<file path="config.mk">
export PLATFORM = sky130hd
export DESIGN_NAME = clk_mon_flat
export DESIGN_NICKNAME = d
export VERILOG_FILES = /design/src/rtl/clk_mon_if.sv /design/src/rtl/clk_mon.sv /design/src/flat_wrapper.sv
export SDC_FILE = /design/constraint.sdc
export NUM_CORES = 1
export LEC_CHECK = 0
export CAP_MARGIN = 20
export CORE_MARGIN = 1
export CORE_UTILIZATION = 35
export CTS_CLUSTER_SIZE = 14
export DETAILED_ROUTE_END_ITERATION = 8
export PLACE_DENSITY = 0.58
export SLEW_MARGIN = 20
export SYNTH_ARGS = -nofsm -noshare
export SYNTH_HDL_FRONTEND = slang
export SYNTH_SLANG_ARGS = --single-unit
</file>
<file path="constraint.sdc">
create_clock -name clk -period 3.6 [get_ports clk]
set_input_delay 0.54 -clock clk [delete_from_list [all_inputs] [get_ports clk]]
set_output_delay 0.54 -clock clk [all_outputs]
set_load 0.02 [all_outputs]
</file>
<file path="src/rtl/clk_mon_if.sv">
// Signal bundle between the clock monitor and its environment.
// half_valid is a one-cycle strobe with no backpressure; half_period holds its value until the next strobe.
interface clk_mon_if #(
    parameter int G_CNT_W = 16
);
    logic               enable;
    logic               clk_in;
    logic               clr_err;
    logic               locked;
    logic               err;
    logic [7:0]         err_cnt;
    logic               stuck;
    logic [G_CNT_W-1:0] half_period;
    logic               half_valid;
    logic [1:0]         state_dbg;

    modport master (
        output enable, clk_in, clr_err,
        input  locked, err, err_cnt, stuck, half_period, half_valid, state_dbg
    );

    modport slave (
        input  enable, clk_in, clr_err,
        output locked, err, err_cnt, stuck, half_period, half_valid, state_dbg
    );
endinterface

</file>
<file path="src/rtl/clk_mon.sv">
// Clock monitor: measures half periods of an asynchronous clk_in in clk cycles,
// tracks lock, flags out-of-tolerance halves and missing edges.
module clk_mon #(
    parameter int G_HALF_PERIOD_CYC = 10,
    parameter int G_TOL             = 1,
    parameter int G_LOCK_CNT        = 4,
    parameter int G_TIMEOUT         = 64,
    parameter int G_CNT_W           = 16
) (
    input  logic     clk,
    input  logic     rst_n,
    clk_mon_if.slave mon
);
    localparam int                 LO_INT    = (G_HALF_PERIOD_CYC > G_TOL) ? (G_HALF_PERIOD_CYC - G_TOL) : 0;
    localparam logic [G_CNT_W-1:0] TOL_LO    = G_CNT_W'(LO_INT);
    localparam logic [G_CNT_W-1:0] TOL_HI    = G_CNT_W'(G_HALF_PERIOD_CYC + G_TOL);
    localparam logic [G_CNT_W-1:0] TIMEOUT_C = G_CNT_W'(G_TIMEOUT);
    localparam int                 GOOD_W    = $clog2(G_LOCK_CNT + 1);
    localparam logic [GOOD_W-1:0]  LOCK_C    = GOOD_W'(G_LOCK_CNT);

    typedef enum logic [1:0] {
        IDLE    = 2'd0,
        SYNC    = 2'd1,
        MEASURE = 2'd2,
        LOCKED  = 2'd3
    } state_t;

    state_t             state;
    logic               sync1;
    logic               sync2;
    logic               sync3;
    logic               edge_stb;
    logic [G_CNT_W-1:0] cnt;
    logic [GOOD_W-1:0]  good_cnt;
    logic               locked_q;
    logic               err_q;
    logic [7:0]         err_cnt_q;
    logic               stuck_q;
    logic [G_CNT_W-1:0] half_period_q;
    logic               half_valid_q;

    logic               in_tol;
    logic               measuring;
    logic               timeout_hit;
    logic               new_err;
    logic [GOOD_W-1:0]  good_inc;
    logic [G_CNT_W-1:0] cnt_inc;
    logic [7:0]         err_cnt_inc;

    // Either polarity of clk_in transition marks a half-period boundary.
    assign edge_stb    = sync2 ^ sync3;
    assign in_tol      = (cnt >= TOL_LO) && (cnt <= TOL_HI);
    assign measuring   = (state == MEASURE) || (state == LOCKED);
    assign timeout_hit = measuring && !edge_stb && (cnt >= TIMEOUT_C);
    // Errors only count once locked: a bad half or a lost clock while locked.
    assign new_err     = mon.enable && (state == LOCKED) && ((edge_stb && !in_tol) || timeout_hit);
    assign good_inc    = good_cnt + GOOD_W'(1);
    assign cnt_inc     = (cnt == '1) ? cnt : cnt + G_CNT_W'(1);
    assign err_cnt_inc = (err_cnt_q == 8'hFF) ? err_cnt_q : err_cnt_q + 8'd1;

    always_ff @(posedge clk or negedge rst_n) begin
        if (!rst_n) begin
            state         <= IDLE;
            sync1         <= 1'b0;
            sync2         <= 1'b0;
            sync3         <= 1'b0;
            cnt           <= '0;
            good_cnt      <= '0;
            locked_q      <= 1'b0;
            err_q         <= 1'b0;
            err_cnt_q     <= 8'd0;
            stuck_q       <= 1'b0;
            half_period_q <= '0;
            half_valid_q  <= 1'b0;
        end else begin
            sync1        <= mon.clk_in;
            sync2        <= sync1;
            sync3        <= sync2;
            half_valid_q <= 1'b0;

            // A new error overrides a coincident clear and restarts the count at one.
            if (new_err) begin
                err_q     <= 1'b1;
                err_cnt_q <= mon.clr_err ? 8'd1 : err_cnt_inc;
            end else if (mon.clr_err) begin
                err_q     <= 1'b0;
                err_cnt_q <= 8'd0;
            end

            if (!mon.enable) begin
                state    <= IDLE;
                locked_q <= 1'b0;
                stuck_q  <= 1'b0;
                cnt      <= '0;
                good_cnt <= '0;
            end else begin
                cnt <= edge_stb ? G_CNT_W'(1) : cnt_inc;
                if (edge_stb) begin
                    stuck_q <= 1'b0;
                end

                case (state)
                    IDLE: begin
                        state <= SYNC;
                    end
                    SYNC: begin
                        // First edge only aligns the counter; the partial interval is dropped.
                        if (edge_stb) begin
                            state <= MEASURE;
                        end
                    end
                    MEASURE: begin
                        if (edge_stb) begin
                            half_period_q <= cnt;
                            half_valid_q  <= 1'b1;
                            if (!in_tol) begin
                                good_cnt <= '0;
                            end else if (good_inc == LOCK_C) begin
                                good_cnt <= '0;
                                locked_q <= 1'b1;
                                state    <= LOCKED;
                            end else begin
                                good_cnt <= good_inc;
                            end
                        end else if (timeout_hit) begin
                            stuck_q  <= 1'b1;
                            good_cnt <= '0;
                            state    <= SYNC;
                        end
                    end
                    LOCKED: begin
                        if (edge_stb) begin
                            half_period_q <= cnt;
                            half_valid_q  <= 1'b1;
                            if (!in_tol) begin
                                locked_q <= 1'b0;
                                good_cnt <= '0;
                                state    <= MEASURE;
                            end
                        end else if (timeout_hit) begin
                            stuck_q  <= 1'b1;
                            locked_q <= 1'b0;
                            good_cnt <= '0;
                            state    <= SYNC;
                        end
                    end
                    default: begin
                        state <= IDLE;
                    end
                endcase
            end
        end
    end

    assign mon.locked      = locked_q;
    assign mon.err         = err_q;
    assign mon.err_cnt     = err_cnt_q;
    assign mon.stuck       = stuck_q;
    assign mon.half_period = half_period_q;
    assign mon.half_valid  = half_valid_q;
    assign mon.state_dbg   = state;
endmodule

</file>
<file path="src/flat_wrapper.sv">
// flat-port wrapper written by rule: the top's interface ports become plain ports
module clk_mon_flat 
#(
    parameter int G_HALF_PERIOD_CYC = 10,
    parameter int G_TOL             = 1,
    parameter int G_LOCK_CNT        = 4,
    parameter int G_TIMEOUT         = 64,
    parameter int G_CNT_W           = 16
)
  (clk, rst_n, mon_enable, mon_clk_in, mon_clr_err, mon_locked, mon_err, mon_err_cnt, mon_stuck, mon_half_period, mon_half_valid, mon_state_dbg);
  clk_mon_if #(.G_CNT_W(G_CNT_W)) mon_i ();
  input  logic clk;
  input  logic rst_n;
  input wire logic [$bits(mon_i.enable)-1:0] mon_enable;
  input wire logic [$bits(mon_i.clk_in)-1:0] mon_clk_in;
  input wire logic [$bits(mon_i.clr_err)-1:0] mon_clr_err;
  output wire logic [$bits(mon_i.locked)-1:0] mon_locked;
  output wire logic [$bits(mon_i.err)-1:0] mon_err;
  output wire logic [$bits(mon_i.err_cnt)-1:0] mon_err_cnt;
  output wire logic [$bits(mon_i.stuck)-1:0] mon_stuck;
  output wire logic [$bits(mon_i.half_period)-1:0] mon_half_period;
  output wire logic [$bits(mon_i.half_valid)-1:0] mon_half_valid;
  output wire logic [$bits(mon_i.state_dbg)-1:0] mon_state_dbg;
  assign mon_i.enable = mon_enable;
  assign mon_i.clk_in = mon_clk_in;
  assign mon_i.clr_err = mon_clr_err;
  assign mon_locked = mon_i.locked;
  assign mon_err = mon_i.err;
  assign mon_err_cnt = mon_i.err_cnt;
  assign mon_stuck = mon_i.stuck;
  assign mon_half_period = mon_i.half_period;
  assign mon_half_valid = mon_i.half_valid;
  assign mon_state_dbg = mon_i.state_dbg;
  clk_mon #(.G_HALF_PERIOD_CYC(G_HALF_PERIOD_CYC), .G_TOL(G_TOL), .G_LOCK_CNT(G_LOCK_CNT), .G_TIMEOUT(G_TIMEOUT), .G_CNT_W(G_CNT_W)) u_core (.clk(clk), .rst_n(rst_n), .mon(mon_i));
endmodule
</file>
# Word level (Yosys, flattened, before mapping)
# Index checks and enable logic that the tools add are counted.
totals:
  ff_bits: 52
  inputBits: 5
  output_inout_bits: 30
  word_cells: 96
op_classes:
  addsub: 3
  n_lt_le_gt_ge: 3
  n_eq_ne: 17
  n_mux: 42
  bitwise_logic: 1
  n_reduce_logical: 18
op_table:
  columns: ["cell", "count"]
  rows:
  - ["16-bit 2-to-1 mux", 3]
  - ["8-bit 2-to-1 mux", 4]
  - ["3-bit 2-to-1 mux", 7]
  - ["1-bit 2-to-1 mux", 17]
  - ["16-bit by 1-bit adder with 16-bit output (second input constant)", 1]
  - ["16-bit equality test (second input constant)", 1]
  - ["16-bit by 4-bit greater-or-equal comparator with 1-bit output (second input constant)", 1]
  - ["16-bit by 7-bit greater-or-equal comparator with 1-bit output (second input constant)", 1]
  - ["16-bit by 4-bit <= comparator with 1-bit output (second input constant)", 1]
  - ["2-bit 2-to-1 mux", 8]
  - ["3-bit by 2-bit != test with 1-bit output (second input constant)", 4]
  - ["4-bit != test (second input constant)", 3]
  - ["8-bit by 1-bit adder with 8-bit output (second input constant)", 1]
  - ["8-bit equality test (second input constant)", 1]
  - ["2-bit one-hot mux with 4 select lines", 1]
  - ["1-bit logical AND", 6]
  - ["3-bit one-hot mux with 2 select lines", 1]
  - ["6-bit AND reduction", 1]
  - ["2-bit equality test (second input constant)", 2]
  - ["4-bit by 2-bit != test with 1-bit output (second input constant)", 1]
  - ["2-bit AND reduction", 2]
  - ["4-bit AND reduction", 1]
  - ["3-bit by 1-bit adder with 3-bit output (second input constant)", 1]
  - ["3-bit equality test (second input constant)", 1]
  - ["12 further kinds", 14]

# Depth between registers and ports, before layout
logic_depth:
  word_depth: 8
  depth_mapped: 7
  depth_no_buf: 7

# Worst setup path before layout
# No wires, ideal clock.
synth_path:
  kind: "reg-to-reg"
  from: "register u_core.err_cnt_q[0], in the netlist u_core.mon.err_cnt[0]"
  to: "register u_core.err_cnt_q[3], in the netlist u_core.mon.err_cnt[3]"
  setup_ps: 77
  arrival_ps: 1702
  t_required_ps: 3523
  path_slack_ps: 1821
  stages_incl_launch_ff: 7
  n_path_buf: 0
  cell_sequence: "dfrtp_1 ha_1 and3_1 a21boi_0 o21ai_0 or3_1 a21oi_1"
synth_via:
  elab_chain_len: 4
  elab_cells_between_ends: 7
  classes_between: "add/sub (1); eq/ne (2); mux (3); reduce/logical (1)"
synth_lines:
  columns: ["item", "line", "rtl"]
  rows:
  - ["start: declaration", "clk_mon.sv:37", "logic [7:0] err_cnt_q;"]
  - ["start signal: assignment", "clk_mon.sv:84", "err_cnt_q <= mon.clr_err ? 8'd1 : err_cnt_inc;"]
  - ["8-bit by 1-bit adder with 8-bit output", "clk_mon.sv:59", "assign err_cnt_inc = (err_cnt_q == 8'hFF) ? err_cnt_q : err_cnt_q + 8'd1;"]
  - ["8-bit 2-to-1 mux", "clk_mon.sv:59", null]
  - ["8-bit 2-to-1 mux", "clk_mon.sv:84", null]
  - ["8-bit 2-to-1 mux", "clk_mon.sv:82", "if (new_err) begin"]
# Several ways; a longest one is shown, not always the timed one. The select of a mux whose other input is x is not followed.
# A chain may end at the register's enable or synchronous reset.

# Worst setup path in the final report
layout_path:
  from: "input port mon_enable"
  to: "register u_core.err_cnt_q[3], in the netlist u_core.mon.err_cnt[3]"
layout_via:
  elab_chain_len: 4
  elab_cells_between_ends: 5
  classes_between: "mux (1); reduce/logical (4)"
layout_lines:
  columns: ["item", "line", "rtl"]
  rows:
  - ["start: declaration", "flat_wrapper.sv:14", "input wire logic [$bits(mon_i.enable)-1:0] mon_enable;"]
  - ["1-bit logical AND (*) (2 in series)", "clk_mon.sv:56", "assign new_err = mon.enable && (state == LOCKED) && ((edge_stb && !in_tol) || timeout_hit);"]
  - ["2-bit nonzero test (no source line)", null, null]
  - ["2-bit AND reduction (no source line)", null, null]
# Every way passes the cells marked *; elsewhere a longest branch is shown, timed or not.

==> results.py <==
metrics = {
    "run_status": {
        "status": "complete, no violations",
    },
    "setup_path": {
        "cp.arrival_ns": 2.51,
        "critPathKind": "primary input to flip-flop",
        "crit_fanout": 12,
        "startpoint_type": "primary input",
        "cp-end-kind": "flip-flop",
        "crit_required_ns": 3.85,
    },
    "clock_network": {
        "cts.htree.levels": 2,
        "cts_buffer_depth": 2,
        "post_cts_buffers": 0,
        "ctsRootBufferMaster": "clkbuf_8",
        "hold_buffers": 0,
        "cts_tree": "built",
        "clock_latency_ns": 0.32,
        "cts.reportedPaths.clkPinSlew_ns": 0.10,
        "cts_resized": 0,
        "cts_buffers": 5,
        "cts_sinks": 52,
    },
    "cells_and_area": {
        "syn2layout_area_growth_pct": 21.1,
        "layout-drive-gt1-share": 0.146,
        "multi_input_area_sq_um": 1290,
        "diodes": 0,
        "final_cell_count_no_fill": 386,
        "regArea_sq_um": 1300,
        "fillers": 744,
        "fin_nets": 299,
    },
    "detailed_routing": {
        "drt_iter0_drc": 69,
        "drtPass1Iterations": 4,
        "vias_per_cell": 5.13,
        "drcViolationCount": 0,
        "antenna_left": 0,
        "via_count": 1979,
        "wirelength_microns": 5470,
        "wl_per_cell_microns": 14.2,
    },
    "global_route": {
        "grt_pass1_vias": 1892,
        "grt_overflow": 0,
        "antenna_found_initial": 0,
        "grt_pass1_wl_microns": 9230,
        "grt_max_degree": 37,
        "grt_use_total": 0.152,
    },
    "power": {
        "p_leak_nw": 1.39,
        "vdd_drop_max_mv": 0.134,
        "power_density_nw_per_um2": 351,
    },
    "synthesis": {
        "ys_ff_latch": 52,
        "yosysWarnings": 0,
        "synth_area_per_cell_sq_um": 10.7,
        "synth_enable_flop_cells": 0,
        "syn_inst": 248,
        "ys_seq_area_frac": 0.492,
        "synth_area_sq_um": 2640,
        "yosysUniqueCellTypes": 57,
        "async_reset_ff_frac": 1.00,
        "syn_nets": 261,
        "yosys_most_used_dff": "dfrtp_1",
    },
    "place": {
        "dpl.cell_count": 378,
        "portBuffers": 34,
        "pre_cts_slack_ns": 0.995,
        "globalplace.congestion": 0.830,
        "hpwl_microns": 3860,
    },
    "timing": {
        "fin_crit_sh": 0.629,
        "hold_viol_final": 0,
        "slew_violations": 0,
        "setup_viol": 0,
        "slew_headroom": 0.456,
        "timing.fmax_mhz": 442,
        "skew_ns": 0.0143,
        "finalSetupTns_ns": 0,
        "fin_crit_ns": 2.26,
        "rsz0062_at_grt": "no",
        "tightest_slew_ns": 0.815,
        "fin_ws_ns": 1.34,
    },
    "hold_path": {
        "hold_path.class": "primary input to async pin",
    },
    "floorplanning": {
        "start_util": 0.363,
        "die_area_sq_um": 7900,
        "die_h_microns": 88.9,
        "rows": 31,
        "io_pins": 35,
        "die_w_microns": 88.9,
        "core_area_sq_um": 7290,
    },
    "run": {
        "maxCapViolCount": 0,
    },
}
-- report_power, final --
group	internal, mW	leakage [nW]	switching, mW	total, mW
Sequential	0.597	0.713	0.0162	0.613
Clock	0.207	0.0552	0.200	0.407
Combinational	0.0408	0.617	0.0602	0.101
-- synth_stat cells, drive strengths merged, types with 2 or more instances --
cell type / n / area (sq um)
o211ai: 3 / 27.5
or3: 3 / 18.8
ha: 8 / 100
o21ai: 12 / 63.8
buf: 3 / 17.5
inv: 7 / 26.3
dfrtp: 52 / 1300
a21boi: 3 / 22.5
nor3: 7 / 56.3
nand3: 11 / 55.1
and2: 3 / 18.8
mux2: 16 / 180
a211oi: 2 / 20.0
a21oi: 15 / 78.8
nor2: 23 / 88.8
nand4: 3 / 40.0
nand2b: 2 / 12.5
nand2: 21 / 81.3
and4: 4 / 35.0
xnor2: 10 / 95.1
o21bai: 2 / 15.0
clkbuf: 2 / 7.51
nor3b: 2 / 15.0
nor2b: 3 / 18.8
nor4: 3 / 25.0
and3: 7 / 43.8
a31oi: 4 / 25.0
-- critical path, stage by stage --
cell	delay (ns)
clkdlybuf4s50_1	0.73
and3_1	0.27
a21boi_0	0.25
o21ai_0	0.21
or3_1	0.35
a21oi_1	0.15
-- kinds of logic after synthesis --
kind of cell,after synthesis,synth area share
AND/OR/NAND/NOR,97,0.211
AO/OA/AOI/OAI,52,0.133
flip-flops,52,0.492
multiplexers,16,0.0681
buffers and inverters,12,0.0194
XOR/XNOR,11,0.0393
adder cells (fa/ha/maj),8,0.0379
-- layout make-up --
class	count	area share
well taps	99	0.0387
flip-flops and latches	52	0.407
clock buffers	6	0.0227
inverters	7	0.00821
clock inverters	2	0.0109
multi-input cells	184	0.403
repair buffers	36	0.109
-- path summary, 6_finish.rpt --
kind                         startpoint                    end  slack [ns]  cells past startpoint
max                          mon_enable  u_core.mon.err_cnt[3]        1.34                      6
min                               rst_n  u_core.mon.err_cnt[6]        0.30                      1
max reg2reg                u_core.sync3         u_core.cnt[15]        1.56                      5
min reg2reg                u_core.sync1           u_core.sync2        0.36                      0
max in group asynchronous         rst_n          u_core.cnt[3]        2.54                      2
min in group clk           u_core.sync1           u_core.sync2        0.36                      0
-- placed cells by master (no fill, tap or decap), drive strengths merged, types with 2 or more instances in the layout --
| cell | count |
|---|---|
| a211oi | 2 |
| a21boi | 3 |
| a21oi | 15 |
| a31oi | 4 |
| and2 | 3 |
| and3 | 7 |
| and4 | 4 |
| buf | 3 |
| clkbuf | 6 |
| clkdlybuf4s50 | 33 |
| dfrtp | 52 |
| ha | 8 |
| inv | 7 |
| mux2 | 16 |
| nand2 | 21 |
| nand2b | 2 |
| nand3 | 11 |
| nand4 | 3 |
| nor2 | 23 |
| nor2b | 3 |
| nor3 | 7 |
| nor3b | 2 |
| nor4 | 3 |
| o211ai | 3 |
| o21ai | 12 |
| o21bai | 2 |
| or3 | 3 |
| xnor2 | 10 |
-- registers in the layout, summed over array words and instances (netlist names), 2 cells and up --
signal and count:
u_core.good_cnt 3, u_core.mon.state_dbg 2, u_core.mon.err_cnt 8, u_core.cnt 16, u_core.mon.half_period 16
-- layer usage --
| layer | vias to the layer above | share of wire | GRT usage |
|---|---|---|---|
| met3 | 6 | 0.037 | 0.0332 |
| met1 | 966 | 0.50 | 0.220 |
| met4 | 0 | 0.012 | 0.0440 |
| met2 | 40 | 0.45 | 0.230 |
| met5 | - | 0 | 0 |
| li1 | 967 | - | - |
-- metrics by stage --
step                power (mW)  hold slack (ns)   util  cell area, sq um
floorplan                0.677            0.244      -              2640
global placement         0.727            0.334  0.424              3090
detailed placement       0.728            0.338  0.424              3090
CTS                       1.14            0.338  0.439              3200
global route              1.17            0.356  0.439              3200
finish                    1.12            0.304  0.439              3200
No activity file was read; power rests on OpenSTA's default activity.
==> RTL change: new RTL, same settings <==
`G_LOCK_CNT` is set to 4 in 2 places; all go to 2.
--- a/src/rtl/clk_mon.sv
+++ b/src/rtl/clk_mon.sv
@@ -4,5 +4,5 @@
     parameter int G_HALF_PERIOD_CYC = 10,
     parameter int G_TOL             = 1,
-    parameter int G_LOCK_CNT        = 4,
+    parameter int G_LOCK_CNT        = 2,
     parameter int G_TIMEOUT         = 64,
     parameter int G_CNT_W           = 16
--- a/src/flat_wrapper.sv
+++ b/src/flat_wrapper.sv
@@ -4,5 +4,5 @@
     parameter int G_HALF_PERIOD_CYC = 10,
     parameter int G_TOL             = 1,
-    parameter int G_LOCK_CNT        = 4,
+    parameter int G_LOCK_CNT        = 2,
     parameter int G_TIMEOUT         = 64,
     parameter int G_CNT_W           = 16
Behaviour: same outputs for any inputs over 10 cycles, from zero or initial values and one cycle with rst_n low; that may be too few to reach the edited logic, so the function may still have changed.
==> RTL change against the original RTL <==
- critical endpoint is now u_core.cnt[4]
- clock power decreased by 21%
- the run now ends with DRC left
- synthesized area decreased by 7.4%
- worst setup slack gained 0.018 ns
- combinational power is 6% lower
- design area is 7.2% lower
- critical path depth unchanged
- global-route usage fell by 0.42 points
- sequential cell count down 1
- die area decreased by 7.2%
- wire length is 11% lower
- total power fell by 9.5%
==> RTL change: results (changes against the original RTL) <==
DRC=1 (+1); dpl cells=350 (-7.4%); Critical Path Sink=u_core.cnt[4]; multi-input gate count=160 (-13%); violated checks=DRC; vias in the first global route=1739 (-8.1%); GR Util All Layers=0.148 (-0.00416); CP max FO=6 (-6); Synth Area in XOR/XNOR=0.0537 (+0.0144); Synth Cell Area=2450 um2 (-7.4%); via count=1799 (-9.1%); distinct cell type count after synthesis=43 (-25%); mux contribution to synthesized area=0.0777 (+0.00952); GP Congestion=0.803 (-3.3%); CP Data Arrival Time=2.42 ns (-0.09 ns); post-synthesis compound-gate area fraction=0.0945 (-0.0380); Initial DRT Pass Iterations=6 (+2); NonClk Buf Share=0.118 (+0.00848); Pwr per Cell Area=342 nW/um2 (-2.4%); reg2reg end=u_core.cnt[4]; setup slack at placement=1.03 ns (+0.0310 ns); Setup Skew=0.00712 ns (-0.00715 ns); metal3 WL=170 um (-15%); DR WL/cell=13.7 um (-3.7%); Clock-cell share=0.0274 (-0.00624); fillers=639 (-14%); critical path's top delay family=simple AND/OR/NAND/NOR gates; number of non-clock inverters=7 (unchanged); sequential share of the synthesized area=0.521 (+0.0290); Post-Synth Adder-Cell Area=0.0255 (-0.0123); peak supply drop=150 uV (+12%); Worst R2R Setup Slack=1.35 ns (-0.21 ns); dominant cells by area after synthesis=dfrtp_1 (52%), nor2_1 (4.3%), mux2_1 (4.1%), xor2_1 (3.6%), mux2_2 (3.2%); largest net degree at the start of global routing=39 (+5.4%); Max stage delay on crit path=0.80 ns (+0.07 ns); Multi-input gate area=1120 um2 (-14%); share of cells above drive strength 1=0.0840 (-0.0624); WHS=0.332 ns (+0.0282 ns); status=finished, violations left; first-pass GRT wire length=8.52 mm (-7.7%); cells on worst reg2reg path=6 (+1); Worst-Margin Slew=0.838 ns (+0.0226 ns); Mapped Nets=235 (-10%); sequential cell area=1280 um2 (-1.9%); Final HPWL DP=3.33 mm (-14%); routed vias/inst=5.03 (-2.0%); static leakage=1.23 nW (-11%); Syn Inst Count=225 (-9.3%); M1 WL=2.51 mm (-9.1%); Setup crit start=u_core.cnt[0]; Peak Freq=445 MHz (+0.81%)
RTL change: changes by cell type in the layout (fill, tap and decap cells not counted), sizes merged, moves of 4 or more:
cell	before	now
xor2	1	10
nand2	21	13
nand3	11	5
o21ai	12	6
nor2	23	28
xnor2	10	5
a21oi	15	11
nand4	3	7
o2111ai	0	4
RTL change: layer usage:
layer,global-route usage,up-vias
met5,0,-
met4,0.0515,0
met3,0.0337,6
met2,0.213,37
met1,0.219,872
li1,-,884
RTL change: power by group:
part	total, mW	internal (mW)	switching, mW
logic	0.0945	0.0376	0.0569
registers	0.600	0.586	0.0138
clock network	0.322	0.137	0.185
total	1.02	0.761	0.255
RTL change: worst min path at each step:
stage | depth (start not counted) | endpoint | startpoint
finish | 1 | u_core.mon.half_period[14] | rst_n
detailed placement | 0 | u_core.sync2 | u_core.sync1
CTS | 0 | u_core.sync2 | u_core.sync1
global placement | 0 | u_core.sync2 | u_core.sync1
global route | 0 | u_core.sync2 | u_core.sync1
floorplan | 0 | u_core.cnt[0] | rst_n
